<file path="src/rtl/nexys_starship_spawn_scheduler_if.sv">
// Bus between the game/room logic and the spawn scheduler.
// The master drives the game inputs; the slave reports spawns and status.
interface nexys_starship_spawn_scheduler_if;
  logic       play_flag;
  logic       game_over;
  logic       tick;
  logic [3:0] room_busy;
  logic [3:0] spawn;
  logic [7:0] spawn_count;
  logic [3:0] interval;
  logic [1:0] sched_state;

  modport master (
    output play_flag, game_over, tick, room_busy,
    input  spawn, spawn_count, interval, sched_state
  );

  modport slave (
    input  play_flag, game_over, tick, room_busy,
    output spawn, spawn_count, interval, sched_state
  );
endinterface

</file>
<file path="src/rtl/nexys_starship_spawn_scheduler.sv">
// Monster spawn scheduler: tick countdown, LFSR-seeded free-room scan and an
// occupancy cap, with an interval that shortens every RAMP_SPAWNS spawns.
//
// state | meaning
// IDLE  | not playing (reset or paused); spawn held 0
// WAIT  | counting ticks down to the next spawn
// PICK  | choosing a free room; stays here while the occupancy cap is reached
// HALT  | game over; spawn held 0 until play_flag and game_over both drop
module nexys_starship_spawn_scheduler #(
  parameter int unsigned INIT_INTERVAL = 8,
  parameter int unsigned MIN_INTERVAL  = 2,
  parameter int unsigned RAMP_SPAWNS   = 4,
  parameter int unsigned MAX_ACTIVE    = 3,
  parameter logic [7:0]  LFSR_SEED     = 8'hA5
) (
  input logic Clk,
  input logic Reset,
  nexys_starship_spawn_scheduler_if.slave sched
);

  localparam int unsigned RW      = (RAMP_SPAWNS > 1) ? $clog2(RAMP_SPAWNS) : 1;
  localparam logic [3:0]  INIT_IV = 4'(INIT_INTERVAL);
  localparam logic [3:0]  MIN_IV  = 4'(MIN_INTERVAL);
  localparam logic [2:0]  MAX_A   = 3'(MAX_ACTIVE);
  localparam logic [RW-1:0] RAMP_LAST = RW'(RAMP_SPAWNS - 1);

  typedef enum logic [1:0] {
    IDLE = 2'd0,
    WAIT = 2'd1,
    PICK = 2'd2,
    HALT = 2'd3
  } state_t;

  state_t          state_q;
  logic [3:0]      spawn_q;
  logic [7:0]      count_q;
  logic [3:0]      interval_q;
  logic [3:0]      cd_q;
  logic [RW-1:0]   ramp_q;
  logic [7:0]      lfsr_q;

  logic [2:0]      active;
  logic [1:0]      idx;
  logic [3:0]      pick_oh;
  logic            found;
  logic            can_pick;
  logic            ramp_hit;
  logic [3:0]      next_iv;

  // Rotating scan from the LFSR-chosen start to the first free room.
  always_comb begin
    active  = 3'd0;
    for (int i = 0; i < 4; i++) active = active + {2'b00, sched.room_busy[i]};
    pick_oh = 4'b0000;
    found   = 1'b0;
    idx     = lfsr_q[1:0];
    for (int k = 0; k < 4; k++) begin
      idx = lfsr_q[1:0] + 2'(k);
      if (!found && !sched.room_busy[idx]) begin
        pick_oh = 4'b0001 << idx;
        found   = 1'b1;
      end
    end
    can_pick = found && (active < MAX_A);
    ramp_hit = (ramp_q == RAMP_LAST);
    next_iv  = (ramp_hit && interval_q > MIN_IV) ? interval_q - 4'd1 : interval_q;
  end

  always_ff @(posedge Clk or posedge Reset) begin
    if (Reset) begin
      state_q    <= IDLE;
      spawn_q    <= 4'b0000;
      count_q    <= 8'd0;
      interval_q <= INIT_IV;
      cd_q       <= 4'd0;
      ramp_q     <= '0;
      lfsr_q     <= LFSR_SEED;
    end else begin
      spawn_q <= 4'b0000;
      if (sched.game_over) begin
        state_q <= HALT;
      end else begin
        case (state_q)
          IDLE: begin
            if (sched.play_flag) begin
              state_q <= WAIT;
              cd_q    <= interval_q;
            end
          end
          WAIT: begin
            if (!sched.play_flag) begin
              state_q <= IDLE;
            end else if (sched.tick) begin
              cd_q <= cd_q - 4'd1;
              if (cd_q == 4'd1) state_q <= PICK;
            end
          end
          PICK: begin
            if (!sched.play_flag) begin
              state_q <= IDLE;
            end else if (can_pick) begin
              spawn_q    <= pick_oh;
              lfsr_q     <= {lfsr_q[6:0], lfsr_q[7] ^ lfsr_q[5] ^ lfsr_q[4] ^ lfsr_q[3]};
              count_q    <= (count_q == 8'hFF) ? count_q : count_q + 8'd1;
              ramp_q     <= ramp_hit ? '0 : ramp_q + RW'(1);
              interval_q <= next_iv;
              cd_q       <= next_iv;
              state_q    <= WAIT;
            end
          end
          HALT: begin
            // lfsr is kept so the next game takes a different room sequence
            if (!sched.play_flag) begin
              state_q    <= IDLE;
              interval_q <= INIT_IV;
              count_q    <= 8'd0;
              ramp_q     <= '0;
            end
          end
          default: state_q <= IDLE;
        endcase
      end
    end
  end

  assign sched.spawn       = spawn_q;
  assign sched.spawn_count = count_q;
  assign sched.interval    = interval_q;
  assign sched.sched_state = state_q;

endmodule

</file>
<file path="src/flat_wrapper.sv">
// flat-port wrapper written by rule: the top's interface ports become plain ports
module nexys_starship_spawn_scheduler_flat 
#(
  parameter int unsigned INIT_INTERVAL = 8,
  parameter int unsigned MIN_INTERVAL  = 2,
  parameter int unsigned RAMP_SPAWNS   = 4,
  parameter int unsigned MAX_ACTIVE    = 3,
  parameter logic [7:0]  LFSR_SEED     = 8'hA5
)
  (Clk, Reset, sched_play_flag, sched_game_over, sched_tick, sched_room_busy, sched_spawn, sched_spawn_count, sched_interval, sched_sched_state);
  nexys_starship_spawn_scheduler_if sched_i ();
  input logic Clk;
  input logic Reset;
  input wire logic [$bits(sched_i.play_flag)-1:0] sched_play_flag;
  input wire logic [$bits(sched_i.game_over)-1:0] sched_game_over;
  input wire logic [$bits(sched_i.tick)-1:0] sched_tick;
  input wire logic [$bits(sched_i.room_busy)-1:0] sched_room_busy;
  output wire logic [$bits(sched_i.spawn)-1:0] sched_spawn;
  output wire logic [$bits(sched_i.spawn_count)-1:0] sched_spawn_count;
  output wire logic [$bits(sched_i.interval)-1:0] sched_interval;
  output wire logic [$bits(sched_i.sched_state)-1:0] sched_sched_state;
  assign sched_i.play_flag = sched_play_flag;
  assign sched_i.game_over = sched_game_over;
  assign sched_i.tick = sched_tick;
  assign sched_i.room_busy = sched_room_busy;
  assign sched_spawn = sched_i.spawn;
  assign sched_spawn_count = sched_i.spawn_count;
  assign sched_interval = sched_i.interval;
  assign sched_sched_state = sched_i.sched_state;
  nexys_starship_spawn_scheduler #(.INIT_INTERVAL(INIT_INTERVAL), .MIN_INTERVAL(MIN_INTERVAL), .RAMP_SPAWNS(RAMP_SPAWNS), .MAX_ACTIVE(MAX_ACTIVE), .LFSR_SEED(LFSR_SEED)) u_core (.Clk(Clk), .Reset(Reset), .sched(sched_i));
endmodule
</file>
<file path="config.mk">
export PLATFORM = sky130hd
export DESIGN_NAME = nexys_starship_spawn_scheduler_flat
export DESIGN_NICKNAME = d
export VERILOG_FILES = /design/src/rtl/nexys_starship_spawn_scheduler_if.sv /design/src/rtl/nexys_starship_spawn_scheduler.sv /design/src/flat_wrapper.sv
export SDC_FILE = /design/constraint.sdc
export NUM_CORES = 1
export LEC_CHECK = 0
export CELL_PAD_IN_SITES_DETAIL_PLACEMENT = 1
export CELL_PAD_IN_SITES_GLOBAL_PLACEMENT = 1
export CORE_ASPECT_RATIO = 1.4
export CORE_MARGIN = 3
export CORE_UTILIZATION = 46
export CTS_CLUSTER_DIAMETER = 200
export DETAILED_ROUTE_END_ITERATION = 6
export PLACE_DENSITY_LB_ADDON = 0.08
export REMOVE_ABC_BUFFERS = 1
export SYNTH_ARGS = -nofsm -noshare
export SYNTH_HDL_FRONTEND = slang
export SYNTH_SLANG_ARGS = --single-unit
</file>
<file path="constraint.sdc">
create_clock -name Clk -period 5.69 [get_ports Clk]
set_input_delay 0.569 -clock Clk [delete_from_list [all_inputs] [get_ports Clk]]
set_output_delay 0.569 -clock Clk [all_outputs]
set_load 0.03 [all_outputs]
</file>
==> metrics.txt, run 1 <==
setup violators final=0; hold_sp=u_core.lfsr_q[7]$_DFFE_PP1P_; Final Hold Viols=0; final slew viol count=0; Post-Route Utilization=0.579; Leak=1.08 nW; setup bufs post-CTS=0; IO Count=27; Die Area=5390 sq um; Clock Sinks=32; Final Cycle Share=0.569; max-cap viol count=0; CTS tree=yes; fraction of layout cells with a size suffix above 1=0.0992; post-route cell area=2500 sq um; vias per inst=5.86; fmax=0.309 GHz; maximum net fanout on the critical path=6; r2r startpoint=u_core.sched.sched_state[0]$_DFFE_PP0P_; initial antenna violation count=0; CP Launch Type=primary input; routed len/inst=15.7 microns; num rows=28; input/output buffers=26; Die W=62.9 microns; clock period minus worst slack=3.24 ns; Arr. time, crit path=3.40 ns; Total GRT Usage=0.198; CP required=5.85 ns; Setup TNS=0 ns; cts hold-fix bufs=0; P&R area growth vs syn=19.7%; placed cell areas=2400 sq um; Rel. slew slack=0.530; status=finished, final reports clean; synthesis-stage register bit count=32; Worst Hold Class=flop to flop; Worst-path clk slew=0.07 ns; Skew-Pair Late Insertion Delay=0.28 ns; dpl hpwl=3700 microns; Syn Std Cell Area=2090 sq um; Pwr Density=359 nW/um^2; CP cell instances=clkdlybuf4s50_1 > ha_1 > inv_1 > fa_1 > inv_1 > ha_1 > nor2b_1 > o41ai_1 > or4b_1 > mux2_4; WL final=4890 microns; cts repair resizes=0; Yosys top cell area share=0.324; Crit Path Class=primary input to flop; CTS max path bufs=2; Starting Density=0.484; Worst VDD drop=183 uV; DR pass1 iterations=4; area leader, netlist=dfrtp_1; diode count=0; CTS buffer count=5; commonest non-fill, non-tap cells in the layout=33 x nand2_1, 27 x dfrtp_1, 26 x clkdlybuf4s50_1; Critical-path top delay cell=or4b_1; Least-Margin Pin Slew=0.698 ns; Crit. End Element=flop; Die Y=85.7 microns; antenna-violating nets left=0; placer congestion estimate=0.814; largest net degree at the start of global routing=33; Syn Area/Cell=9.35 sq um; Post-synth EDFFs=0; Layout Skew=0.00508 ns; Crit path largest cell delay=0.61 ns; synth unique cells=46; vias in the first global route=1864; most common cell after layout, fill and taps aside=nand2_1; first-pass GRT wire length=8690 microns; initial detailed-routing violation count=83; Fill cells=510; Pwr Total=0.897 mW; top cells by area, synth=dfrtp_1 32%, ha_1 10%, dfstp_2 6.3%; post-layout net count=278; drc violations=0; sequential share of the synthesized area=0.387; Synth Flop Type=dfrtp_1; fraction of registers with async set or reset after synthesis=1.00; core area=4310 sq um; CTS root buf=clkbuf_8; RSZ-0062 raised after global routing=false; grt ovf=0; DR vias=1827; H-tree Lvls=2; synthesis warning total=0; cells after synthesis=223; CP Launch Point=sched_room_busy[0]
## logic make-up after synthesis
| group | count (synthesis) | synth area share |
|---|---|---|
| xor gates and xnor gates | 5 | 0.0210 |
| adders and majority gates | 18 | 0.112 |
| AOI/OAI and AO/OA | 65 | 0.205 |
| buffers and inverters | 30 | 0.0570 |
| DFF | 32 | 0.387 |
| muxes | 8 | 0.0672 |
| and+or+nand+nor | 65 | 0.152 |
## worst max-delay path, delay by kind of cell
family                   cells  cell delay [ns]
adder cells (fa/ha/maj)      3             0.88
AND/OR/NAND/NOR              2             0.78
buffers and inverters        3             0.59
multiplexers                 1             0.34
AO/OA/AOI/OAI                1             0.23
## per-layer routing
metal,global-route usage,vias up,share of wire
met5,0,-,0
met4,0.0622,0,0.0090
met3,0.0262,4,0.026
met2,0.363,35,0.52
met1,0.238,928,0.45
li1,-,860,-
## where the power goes
| part | total (mW) | switching (mW) | leakage [nW] | internal, mW |
|---|---|---|---|---|
| sequential | 0.337 | 0.0560 | 0.415 | 0.281 |
| combinational | 0.384 | 0.211 | 0.616 | 0.173 |
| clock | 0.176 | 0.0799 | 0.0510 | 0.0964 |
## stage by stage
stage	instances	hold slack [ns]	worst slack, ns
after floorplan	216	0.440	2.44
after global placement	304	0.457	2.25
after detailed placement	304	0.468	2.16
after CTS	312	0.480	2.45
after global routing	312	0.490	2.32
final	312	0.476	2.45
## synth_stat cells (2+ instances only)
cell,count
o221ai_1,4
ha_1,17
a21oi_1,10
mux2i_1,2
inv_1,22
a22o_1,3
nor3_1,3
nor4_1,2
a32o_1,3
nor2_1,10
dfstp_2,5
xnor2_1,2
nand2_1,33
a22oi_1,2
o32ai_1,2
nor2b_1,2
a31oi_1,4
o31ai_1,9
dfrtp_1,27
xor2_1,3
mux4_2,4
mux2_4,2
clkbuf_1,2
o21ai_0,22
nand3_1,4
buf_2,4
## worst paths after layout
kind                                                           endpoint  cells after the start  slack (ns)
worst max-delay path                         u_core.cd_q[3]$_DFFE_PP0P_                     10        2.45
worst min-delay path                       u_core.lfsr_q[7]$_DFFE_PP1P_                      2        0.48
worst max register to register  u_core.sched.spawn_count[6]$_DFFE_PP0P_                      6        3.03
worst min register to register             u_core.lfsr_q[7]$_DFFE_PP1P_                      2        0.48
max in group asynchronous                  u_core.lfsr_q[0]$_DFFE_PP1P_                      3        4.68
min in group asynchronous       u_core.sched.spawn_count[6]$_DFFE_PP0P_                      3        0.68
## registers in the layout, summed over array words and instances (netlist names)
| signal | cells |
|---|---|
| u_core.ramp_q | 2 |
| u_core.sched.sched_state | 2 |
| u_core.lfsr_q | 8 |
| u_core.sched.spawn_count | 8 |
| u_core.cd_q | 4 |
| u_core.sched.spawn | 4 |
| u_core.sched.interval | 4 |
## final cells by class
type / count / area (sq um) / area share
clock inverter: 2 / 10.0 / 0.00401
sequential: 32 / 807 / 0.323
clock buffer: 6 / 82.6 / 0.0331
timing repair buffer: 28 / 275 / 0.110
tap: 60 / 75.1 / 0.0301
multi-input combinational: 161 / 1160 / 0.465
inverter: 23 / 86.3 / 0.0346
No activity file was read; power rests on OpenSTA's default activity.
==> run 2, diff against run 1 <==
CORE_UTILIZATION = 42   (was 46)
clock period = 3 ns   (was 5.69 ns; I/O delays follow)
==> run 2 against run 1 <==
- cell count is 4.2% higher
- power increased by 100%
- design area grew 4.3%
- first-iteration DRC count shrank 16%
- critical path type unchanged
- critical endpoint unchanged
- highest routed layer unchanged
==> metrics.txt, run 2 (synthesized netlist as in run 1, its figures left out) <==
status=finished, final reports clean; R2R depth=7; Fill cells=546; DR vias=1826; RSZ-0062 raised after global routing=false; Die Y=89.4 microns; most common cell after layout, fill and taps aside=nand2_1; Clock Sinks=32; CP Launch Type=primary input; num rows=29; worst setup margin=0.230 ns; initial antenna violation count=0; Worst Hold Class=primary input to async pin; Storage cell area=807 sq um; vias in the first global route=1932; placer congestion estimate=0.757; max-cap viol count=0; CTS max path bufs=2; commonest non-fill, non-tap cells in the layout=33 x nand2_1, 27 x dfrtp_1, 26 x clkdlybuf4s50_1; WL final=5170 microns; post-layout net count=289; Least-Margin Pin Slew=0.757 ns; final hold slack=0.411 ns; placed cell areas=2490 sq um; Crit. End Element=flop; Crit Path Class=primary input to flop; Pwr Total=1.80 mW; DR pass1 iterations=4; vias per inst=5.62; CTS tree=yes; CP cell instances=clkdlybuf4s50_1 > ha_1 > inv_1 > fa_1 > inv_1 > ha_1 > nor2b_1 > o41ai_1 > or4b_1 > mux2_4; maximum net fanout on the critical path=3; setup violators final=0; drc violations=0; dpl hpwl=3870 microns; Total GRT Usage=0.198; core area=4680 sq um; input/output buffers=26; first-pass GRT wire length=9050 microns; H-tree Lvls=2; r2r setup slk=0.72 ns; Crit path largest cell delay=0.56 ns; routed len/inst=15.9 microns; Pwr Density=692 nW/um^2; diode count=0; Die Area=5860 sq um; Rel. slew slack=0.491; Critical-path top delay cell=or4b_1; clock period minus worst slack=2.77 ns; fraction of layout cells with a size suffix above 1=0.137; Worst-path clk slew=0.07 ns; P&R area growth vs syn=24.8%; Leak=1.14 nW; Worst VDD drop=380 uV; Final Cycle Share=0.923; Skew-Pair Late Insertion Delay=0.28 ns; IO Count=27; Final Hold Viols=0; antenna-violating nets left=0; final slew viol count=0; Die W=65.6 microns; multi-input logic area=1170 sq um; CP required=3.17 ns; Arr. time, crit path=2.94 ns; initial detailed-routing violation count=70; Setup TNS=0 ns; fmax=0.361 GHz; cts hold-fix bufs=0; CTS root buf=clkbuf_8; grt ovf=0; largest net degree at the start of global routing=33; Starting Density=0.446; worst slack, placed=-0.0729 ns; post-route cell area=2600 sq um; CTS buffer count=5; Layout Skew=0.00682 ns
-- run 2: worst paths after layout --
kind | start | end
hold reg to reg | u_core.lfsr_q[6]$_DFFE_PP0P_ | u_core.lfsr_q[6]$_DFFE_PP0P_
hold / removal | Reset | u_core.sched.spawn_count[0]$_DFFE_PP0P_
setup reg to reg | u_core.sched.sched_state[1]$_DFFE_PP0P_ | u_core.sched.spawn_count[3]$_DFFE_PP0P_
min in group Clk | u_core.lfsr_q[6]$_DFFE_PP0P_ | u_core.lfsr_q[6]$_DFFE_PP0P_
setup / recovery | sched_room_busy[1] | u_core.cd_q[3]$_DFFE_PP0P_
max in group asynchronous | Reset | u_core.lfsr_q[5]$_DFFE_PP1P_
-- run 2: power by group --
group	total (mW)	internal, mW	switching (mW)
sequential	0.645	0.533	0.112
clock	0.414	0.247	0.168
combinational	0.742	0.342	0.399
total	1.80	1.12	0.680
-- run 2: area by class of cell --
cell class,count,area share
clock buffers,6,0.0279
repair buffers,39,0.137
inverters,23,0.0332
multi-input cells,161,0.448
flip-flops and latches,32,0.310
clock inverters,2,0.0135
well taps,62,0.0298
-- run 2: per-stage QoR --
stage	util	std cells
2_1_floorplan	-	216
3_3_place_gp	0.532	317
3_5_place_dp	0.532	317
4_1_cts	0.555	325
5_1_grt	0.556	325
6_report	0.556	325
-- run 2: timing repair --
item,4_1_cts,5_1_grt
gates resized for setup,0,2
setup buffers,0,0
endpoints found under the setup margin,0,2
-- run 2: worst max-delay path: cells and delay by family --
kind                       cells  cell delay (ns)
AOI/OAI and AO/OA              1             0.22
adders and majority gates      3             0.85
buffers and inverters          3             0.54
muxes                          1             0.33
and+or+nand+nor                2             0.70
-- run 2: per-layer routing --
metal | routed length, microns | track usage
met1 | 2230 | 0.235
met2 | 2730 | 0.364
met4 | 85 | 0.0642
met3 | 122 | 0.0277
met5 | 0 | 0
